===== config.mk =====
export PLATFORM = sky130hd
export DESIGN_NAME = dsp_boot_monitor_flat
export DESIGN_NICKNAME = d
export VERILOG_FILES = /design/src/rtl/cpld_pkg.sv /design/src/rtl/dsp_boot_monitor_if.sv /design/src/rtl/sync_debounce.sv /design/src/rtl/dsp_boot_monitor.sv /design/src/flat_wrapper.sv
export SDC_FILE = /design/constraint.sdc
export NUM_CORES = 1
export LEC_CHECK = 0
export CAP_MARGIN = 15
export CORE_ASPECT_RATIO = 0.9
export CORE_MARGIN = 2
export CORE_UTILIZATION = 40
export CTS_BUF_LIST = sky130_fd_sc_hd__clkbuf_8
export DETAILED_ROUTE_END_ITERATION = 10
export PLACE_DENSITY_LB_ADDON = 0.2
export SYNTH_ARGS = -nofsm -noshare
export SYNTH_HDL_FRONTEND = slang
export SYNTH_SLANG_ARGS = --single-unit

===== constraint.sdc =====
create_clock -name clk_sys -period 4.17 [get_ports clk_sys]
set_clock_uncertainty 0.05 [all_clocks]
set_input_delay 0.834 -clock clk_sys [delete_from_list [all_inputs] [get_ports clk_sys]]
set_output_delay 0.834 -clock clk_sys [all_outputs]
set_load 0.1 [all_outputs]

===== src/rtl/cpld_pkg.sv =====
// Shared definitions for the DSP boot monitor: the supervisor state encoding
// and the default timing constants for a 25 MHz system clock.
package cpld_pkg;

    typedef enum logic [2:0] {
        ST_IDLE,
        ST_WAIT_STAT,
        ST_OK,
        ST_RETRY,
        ST_DRAIN,
        ST_FAIL
    } bootState_e;

    // 40 ms at 25 MHz from full-reset release to a debounced RESETSTAT# high
    localparam logic [19:0] DEF_BOOT_TIMEOUT = 20'hF_4240;
    localparam logic [3:0]  DEF_DEB_LEN      = 4'd8;
    localparam logic [1:0]  DEF_MAX_RETRY    = 2'd2;
    localparam logic [7:0]  DEF_REQ_LEN      = 8'd16;
    // 250 ms slow-blink half period; the fast blink uses a quarter of it
    localparam logic [23:0] DEF_LED_HALF     = 24'h5F_5E10;

    // States in which the status LED blinks rather than sitting steady
    function automatic logic isBlinkState(input bootState_e s);
        return (s == ST_WAIT_STAT) || (s == ST_RETRY) || (s == ST_FAIL);
    endfunction

endpackage


===== src/rtl/dsp_boot_monitor_if.sv =====
// Signal bundle between the reset sequencer / DSP and the boot monitor.
// The monitor is the master: it owns the request and status outputs.
interface dsp_boot_monitor_if;

    logic       rstfull_n_in;
    logic       dsp0_rstn_state;
    logic       reboot_req;
    logic       boot_ok;
    logic       boot_fail;
    logic [1:0] retry_cnt;
    logic       dsp_led_0;

    modport master (
        input  rstfull_n_in,
        input  dsp0_rstn_state,
        output reboot_req,
        output boot_ok,
        output boot_fail,
        output retry_cnt,
        output dsp_led_0
    );

    modport slave (
        output rstfull_n_in,
        output dsp0_rstn_state,
        input  reboot_req,
        input  boot_ok,
        input  boot_fail,
        input  retry_cnt,
        input  dsp_led_0
    );

endinterface


===== src/rtl/sync_debounce.sv =====
// Brings an asynchronous status line into the clock domain and reports when
// it has been seen high for DEB_LEN consecutive synchronized samples.
module sync_debounce
    import cpld_pkg::*;
#(
    parameter logic [3:0] DEB_LEN = DEF_DEB_LEN
) (
    input  logic clk_sys,
    input  logic hard_rst_n,
    input  logic async_i,
    output logic sync_o,
    output logic deb_hi_o
);

    logic [1:0] sync_q;
    logic [3:0] cnt_q;
    logic [3:0] cnt_d;

    // Two-flop synchronizer; only the second stage is used downstream
    always_ff @(posedge clk_sys or negedge hard_rst_n) begin
        if (!hard_rst_n) begin
            sync_q <= 2'b00;
        end else begin
            sync_q <= {sync_q[0], async_i};
        end
    end

    // Run length of high samples: any low sample restarts it, and it parks at DEB_LEN
    always_comb begin
        cnt_d = cnt_q;
        if (!sync_q[1]) begin
            cnt_d = 4'd0;
        end else if (cnt_q != DEB_LEN) begin
            cnt_d = cnt_q + 4'd1;
        end
    end

    // Register the run length
    always_ff @(posedge clk_sys or negedge hard_rst_n) begin
        if (!hard_rst_n) begin
            cnt_q <= 4'd0;
        end else begin
            cnt_q <= cnt_d;
        end
    end

    assign sync_o   = sync_q[1];
    assign deb_hi_o = (cnt_q == DEB_LEN);

endmodule


===== src/rtl/dsp_boot_monitor.sv =====
// DSP boot supervisor: after the sequencer releases full reset it waits for
// the DSP to report out-of-reset, asks the sequencer to reboot on a timeout,
// gives up after MAX_RETRY reboots, and shows progress on a status LED.
module dsp_boot_monitor
    import cpld_pkg::*;
#(
    parameter logic [19:0] BOOT_TIMEOUT = DEF_BOOT_TIMEOUT,
    parameter logic [3:0]  DEB_LEN      = DEF_DEB_LEN,
    parameter logic [1:0]  MAX_RETRY    = DEF_MAX_RETRY,
    parameter logic [7:0]  REQ_LEN      = DEF_REQ_LEN,
    parameter logic [23:0] LED_HALF     = DEF_LED_HALF
) (
    input  logic              clk_sys,
    input  logic              hard_rst_n,
    dsp_boot_monitor_if.master bus
);

    localparam logic [23:0] FAST_HALF = LED_HALF >> 2;

    logic [1:0]  rfSync_q;
    logic        rfS;
    logic        stS;
    logic        debHi;

    bootState_e  state_q;
    bootState_e  prevState_q;
    logic [19:0] timeoutCnt_q;
    logic [7:0]  reqCnt_q;
    logic [23:0] blinkCnt_q;
    logic [1:0]  retryCnt_q;
    logic        rebootReq_q;
    logic        bootOk_q;
    logic        bootFail_q;
    logic        led_q;
    logic [23:0] blinkHalf;

    // Full-reset release only needs a plain two-flop synchronizer
    always_ff @(posedge clk_sys or negedge hard_rst_n) begin
        if (!hard_rst_n) begin
            rfSync_q <= 2'b00;
        end else begin
            rfSync_q <= {rfSync_q[0], bus.rstfull_n_in};
        end
    end

    assign rfS = rfSync_q[1];

    sync_debounce #(
        .DEB_LEN (DEB_LEN)
    ) u_statDebounce (
        .clk_sys    (clk_sys),
        .hard_rst_n (hard_rst_n),
        .async_i    (bus.dsp0_rstn_state),
        .sync_o     (stS),
        .deb_hi_o   (debHi)
    );

    assign blinkHalf = (state_q == ST_FAIL) ? FAST_HALF : LED_HALF;

    // Supervisor FSM with its counters and registered outputs; the outputs
    // follow the state register one cycle later, and the blink counter
    // restarts on the first cycle that sees a new state
    always_ff @(posedge clk_sys or negedge hard_rst_n) begin
        if (!hard_rst_n) begin
            state_q      <= ST_IDLE;
            prevState_q  <= ST_IDLE;
            timeoutCnt_q <= 20'd0;
            reqCnt_q     <= 8'd0;
            blinkCnt_q   <= 24'd0;
            retryCnt_q   <= 2'd0;
            rebootReq_q  <= 1'b0;
            bootOk_q     <= 1'b0;
            bootFail_q   <= 1'b0;
            led_q        <= 1'b0;
        end else begin
            prevState_q <= state_q;
            rebootReq_q <= (state_q == ST_RETRY);
            bootOk_q    <= (state_q == ST_OK);
            bootFail_q  <= (state_q == ST_FAIL);

            if (state_q != prevState_q) begin
                blinkCnt_q <= 24'd0;
                led_q      <= (state_q == ST_OK);
            end else if (isBlinkState(state_q)) begin
                if (blinkCnt_q == blinkHalf - 24'd1) begin
                    blinkCnt_q <= 24'd0;
                    led_q      <= ~led_q;
                end else begin
                    blinkCnt_q <= blinkCnt_q + 24'd1;
                end
            end else begin
                blinkCnt_q <= 24'd0;
                led_q      <= (state_q == ST_OK);
            end

            case (state_q)
                ST_IDLE: begin
                    if (rfS) begin
                        state_q      <= ST_WAIT_STAT;
                        timeoutCnt_q <= 20'd0;
                    end
                end
                ST_WAIT_STAT: begin
                    timeoutCnt_q <= timeoutCnt_q + 20'd1;
                    if (!rfS) begin
                        state_q <= ST_IDLE;
                    end else if (debHi) begin
                        state_q <= ST_OK;
                    end else if (timeoutCnt_q == BOOT_TIMEOUT - 20'd1) begin
                        if (retryCnt_q < MAX_RETRY) begin
                            state_q  <= ST_RETRY;
                            reqCnt_q <= 8'd0;
                            if (retryCnt_q != 2'd3) begin
                                retryCnt_q <= retryCnt_q + 2'd1;
                            end
                        end else begin
                            state_q <= ST_FAIL;
                        end
                    end
                end
                ST_OK: begin
                    if (!rfS) begin
                        state_q <= ST_IDLE;
                    end else if (!stS) begin
                        state_q      <= ST_WAIT_STAT;
                        timeoutCnt_q <= 20'd0;
                    end
                end
                ST_RETRY: begin
                    if (reqCnt_q == REQ_LEN - 8'd1) begin
                        state_q <= ST_DRAIN;
                    end else begin
                        reqCnt_q <= reqCnt_q + 8'd1;
                    end
                end
                ST_DRAIN: begin
                    if (!rfS) begin
                        state_q <= ST_IDLE;
                    end
                end
                ST_FAIL: begin
                    state_q <= ST_FAIL;
                end
                default: begin
                    state_q <= ST_IDLE;
                end
            endcase
        end
    end

    assign bus.reboot_req = rebootReq_q;
    assign bus.boot_ok    = bootOk_q;
    assign bus.boot_fail  = bootFail_q;
    assign bus.retry_cnt  = retryCnt_q;
    assign bus.dsp_led_0  = led_q;

endmodule


===== src/flat_wrapper.sv =====
// flat-port wrapper written by rule: the top's interface ports become plain ports
module dsp_boot_monitor_flat import cpld_pkg::*;
#(
    parameter logic [19:0] BOOT_TIMEOUT = DEF_BOOT_TIMEOUT,
    parameter logic [3:0]  DEB_LEN      = DEF_DEB_LEN,
    parameter logic [1:0]  MAX_RETRY    = DEF_MAX_RETRY,
    parameter logic [7:0]  REQ_LEN      = DEF_REQ_LEN,
    parameter logic [23:0] LED_HALF     = DEF_LED_HALF
)
  (clk_sys, hard_rst_n, bus_rstfull_n_in, bus_dsp0_rstn_state, bus_reboot_req, bus_boot_ok, bus_boot_fail, bus_retry_cnt, bus_dsp_led_0);
  dsp_boot_monitor_if bus_i ();
  input  logic clk_sys;
  input  logic hard_rst_n;
  input wire logic [$bits(bus_i.rstfull_n_in)-1:0] bus_rstfull_n_in;
  input wire logic [$bits(bus_i.dsp0_rstn_state)-1:0] bus_dsp0_rstn_state;
  output wire logic [$bits(bus_i.reboot_req)-1:0] bus_reboot_req;
  output wire logic [$bits(bus_i.boot_ok)-1:0] bus_boot_ok;
  output wire logic [$bits(bus_i.boot_fail)-1:0] bus_boot_fail;
  output wire logic [$bits(bus_i.retry_cnt)-1:0] bus_retry_cnt;
  output wire logic [$bits(bus_i.dsp_led_0)-1:0] bus_dsp_led_0;
  assign bus_i.rstfull_n_in = bus_rstfull_n_in;
  assign bus_i.dsp0_rstn_state = bus_dsp0_rstn_state;
  assign bus_reboot_req = bus_i.reboot_req;
  assign bus_boot_ok = bus_i.boot_ok;
  assign bus_boot_fail = bus_i.boot_fail;
  assign bus_retry_cnt = bus_i.retry_cnt;
  assign bus_dsp_led_0 = bus_i.dsp_led_0;
  dsp_boot_monitor #(.BOOT_TIMEOUT(BOOT_TIMEOUT), .DEB_LEN(DEB_LEN), .MAX_RETRY(MAX_RETRY), .REQ_LEN(REQ_LEN), .LED_HALF(LED_HALF)) u_core (.clk_sys(clk_sys), .hard_rst_n(hard_rst_n), .bus(bus_i));
endmodule

==> results.sh <==
export IMPL_avgSynthCellArea_um2=9.590
export IMPL_crit_buf_inv=1
export IMPL_setup_viol=0
export IMPL_synth_edff_count=0
export IMPL_drt_pass1_iter_count=4
export IMPL_place_gp_congestion=0.8146
export IMPL_cp_required_ps=3290
export IMPL_pin_count=10
export IMPL_ant_nets=0
export IMPL_yosysTopAreaCellShare=0.4538
export IMPL_final_area_um2=4279
export IMPL_crit_slowest_cell="clkdlybuf4s50_1"
export IMPL_drt_iter0_drc=187
export IMPL_crit_family="buffers and inverters"
export IMPL_grt_start_max_net_pins=73
export IMPL_post_route_period_util=0.7101
export IMPL_synth_simple_area_share=0.2789
export IMPL_clkSinkCount=72
export IMPL_wl_per_cell_um=15.76
export IMPL_grt_pass1_vias=3096
export IMPL_synthArstFlopShare=1.000
export IMPL_cp_arrival_ps=2080
export IMPL_grt_pass1_wl_um=15120
export IMPL_wl_met1_um=4308
export IMPL_drv_cap=0
export IMPL_ir_drop_uv=185.7
export IMPL_yosysMostFrequentCell="dfrtp_1"
export IMPL_port_buffer_count=9
export IMPL_via_count=3269
export IMPL_critPathMaxStageDelay_ps=1200
export IMPL_drt_wl_total_um=8558
export IMPL_cts_tree="yes"
export IMPL_grt_ovfl_total=0
export IMPL_fin_hold_ws_ps=299.2
export IMPL_numCtsBuffers=9
export IMPL_synth_cell_type_count=61
export IMPL_synth_fp_nets=424
export IMPL_synth_compound_area_frac=0.1544
export IMPL_synth_top_family_by_area="simple AND/OR/NAND/NOR gates"
export IMPL_wl_met2_um=3802
export IMPL_ys_top_cells_by_count="dfrtp_1, nand2_1, nand3_1"
export IMPL_initial_core_util=0.4111
export IMPL_place_area_um2=4126
export IMPL_ctsHoldBuffers=0
export IMPL_tightest_slew_ps=1015
export IMPL_post_cts_buffers=0
export IMPL_grt_usage=0.1760
export IMPL_maxSlewHeadroom=0.3231
export IMPL_crit_type="reg -> out"
export IMPL_clk_latency_ps=350
export IMPL_cts_resized=0
export IMPL_yosysSeqAreaShare=0.4538
export IMPL_synth_area_um2=3970
export IMPL_finalMaxSlewViolations=0
export IMPL_avgViaCountPerCell=6.020
export IMPL_worstSetupStartpointType="flop"
export IMPL_hp_class="reg -> reg"
export IMPL_max_freq_mhz=337.7
export IMPL_synthToLayoutAreaGrowth_pct=7.784
export IMPL_n_antenna_cell=0
export IMPL_dpl_hpwl_um=5597
export IMPL_status="completed"
export IMPL_synth_ff_type="dfrtp_1"
export IMPL_ctsRootBufferMaster="clkbuf_8"
export IMPL_nets=423
export IMPL_synthXorXnorAreaFrac=0.04192
export IMPL_htreeDepth=3
export IMPL_antenna_found_initial=0
export IMPL_num_rows=34
export IMPL_drcViolationCount=0
export IMPL_crit_path_end_kind="output port"
export IMPL_power_density_nw_per_um2=315.1
export IMPL_top_layer_used="met4"
export IMPL_ys_ff_latch=72
export IMPL_path_clk_slew_ps=80
export IMPL_critPathMaxFanout=10
export IMPL_dieArea_um2=10740
export IMPL_cts_buffer_depth=2
export IMPL_synthAdderAreaFrac=0.01891
export IMPL_fin_tns_setup_ps=0
export IMPL_coreArea_um2=9657
export IMPL_ys_top_cells_by_area="dfrtp_1, nand3_1, o21ai_0, or4_1, nand2_1"
export IMPL_final_hold_viol_count=0
export IMPL_dr_wl_met3_um=321
export IMPL_die_x_um=109.0
export IMPL_rsz0062_at_grt="no"
export IMPL_yosys_area_top_type="dfrtp_1"
export IMPL_synthMuxAreaShare=0.01355
export IMPL_syn_inst=414
export IMPL_die_h_um=98.51
export IMPL_crit_chain="clkdlybuf4s50_1"
export IMPL_post_route_min_period_ps=2961
export IMPL_drive_gt1_frac=0.07674
export IMPL_yosysWarnings=0
export IMPL_leakagePower_nw=1.742
## cells in the final DEF, fill, tap and decap left out, types with 6 or more instances in the layout
| cell | n |
|---|---|
| or3_1 | 11 |
| nand3_1 | 28 |
| and3_1 | 9 |
| o21ai_0 | 26 |
| clkbuf_8 | 9 |
| or4_1 | 16 |
| a21oi_1 | 17 |
| clkdlybuf4s50_1 | 8 |
| and4_1 | 7 |
| nor3_1 | 20 |
| nand4_1 | 15 |
| xor2_1 | 11 |
| nand2_1 | 29 |
| nor2_1 | 12 |
| xnor2_1 | 8 |
| a211oi_1 | 9 |
| inv_1 | 13 |
| dfrtp_1 | 72 |
| o211ai_1 | 6 |
| ha_1 | 6 |
| o31ai_1 | 10 |
## metal layers
metal	GRT usage	up-vias
li1	-	1584
met1	0.2576	1620
met2	0.2561	56
met3	0.03571	9
met4	0.06607	0
met5	0	-
## path summary, 6_finish.rpt
check / from / endpoint / slack, ps / cells after the start
worst min register to register: u_core.u_statDebounce.sync_q[0] / u_core.u_statDebounce.sync_q[1] / 300 / 0
worst max register to register: u_core.state_q[2] / u_core.bus.dsp_led_0 / 1740 / 4
worst min-delay path: u_core.u_statDebounce.sync_q[0] / u_core.u_statDebounce.sync_q[1] / 300 / 0
min in group asynchronous: hard_rst_n / u_core.blinkCnt_q[18] / 550 / 1
worst max-delay path: u_core.bus.retry_cnt[1] / bus_retry_cnt[1] / 1210 / 1
max in group asynchronous: hard_rst_n / u_core.u_statDebounce.sync_q[1] / 2890 / 1
## flip-flops by register name, indices dropped and copies added (netlist names)
| register | cells |
|---|---|
| u_core.prevState_q | 3 |
| u_core.u_statDebounce.sync_q | 2 |
| u_core.bus.retry_cnt | 2 |
| u_core.blinkCnt_q | 24 |
| u_core.bus.reboot_req | 1 |
| u_core.bus.dsp_led_0 | 1 |
| u_core.u_statDebounce.cnt_q | 4 |
| u_core.bus.boot_ok | 1 |
| u_core.timeoutCnt_q | 20 |
| u_core.reqCnt_q | 8 |
| u_core.bus.boot_fail | 1 |
| u_core.rfSync_q | 2 |
| u_core.state_q | 3 |
## cell families (layout without fill, tap and decap cells)
| group | Yosys count | count (layout) |
|---|---|---|
| and+or+nand+nor | 183 | 183 |
| AOI/OAI and AO/OA | 93 | 93 |
| DFF | 72 | 72 |
| buffers and inverters | 36 | 39 |
| xor gates and xnor gates | 19 | 19 |
| adders and majority gates | 6 | 6 |
| muxes | 5 | 5 |
## per-stage QoR
step / total power [W] / worst slack (ps) / std cells / utilization
5_1_grt: 0.001413 / 1152 / 543 / 0.4431
6_report: 0.001348 / 1209 / 543 / 0.4431
4_1_cts: 0.001362 / 1190 / 543 / 0.4431
2_1_floorplan: 0.0008432 / 2041 / 414 / -
3_3_place_gp: 0.0008817 / 1587 / 528 / 0.4273
3_5_place_dp: 0.0008858 / 1580 / 528 / 0.4273
## layout make-up
| type | count | area (um2) |
|---|---|---|
| fillers | 918 | 5378 |
| multi-input cells | 306 | 2016 |
| flip-flops and latches | 72 | 1802 |
| well taps | 126 | 157.7 |
| clock buffers | 9 | 123.9 |
| repair buffers | 11 | 102.6 |
| inverters | 13 | 48.80 |
| clock inverters | 6 | 28.78 |
## power by group
part	internal, W	total [W]	leakage, nW	switching, W
Clock	0.000205	0.000476	0.0896	0.000271
Sequential	0.000725	0.000759	0.979	0.0000334
Combinational	0.0000398	0.000113	0.673	0.0000737
Total	0.000970	0.00135	1.74	0.000378
Power figures use the tool's default switching activity.
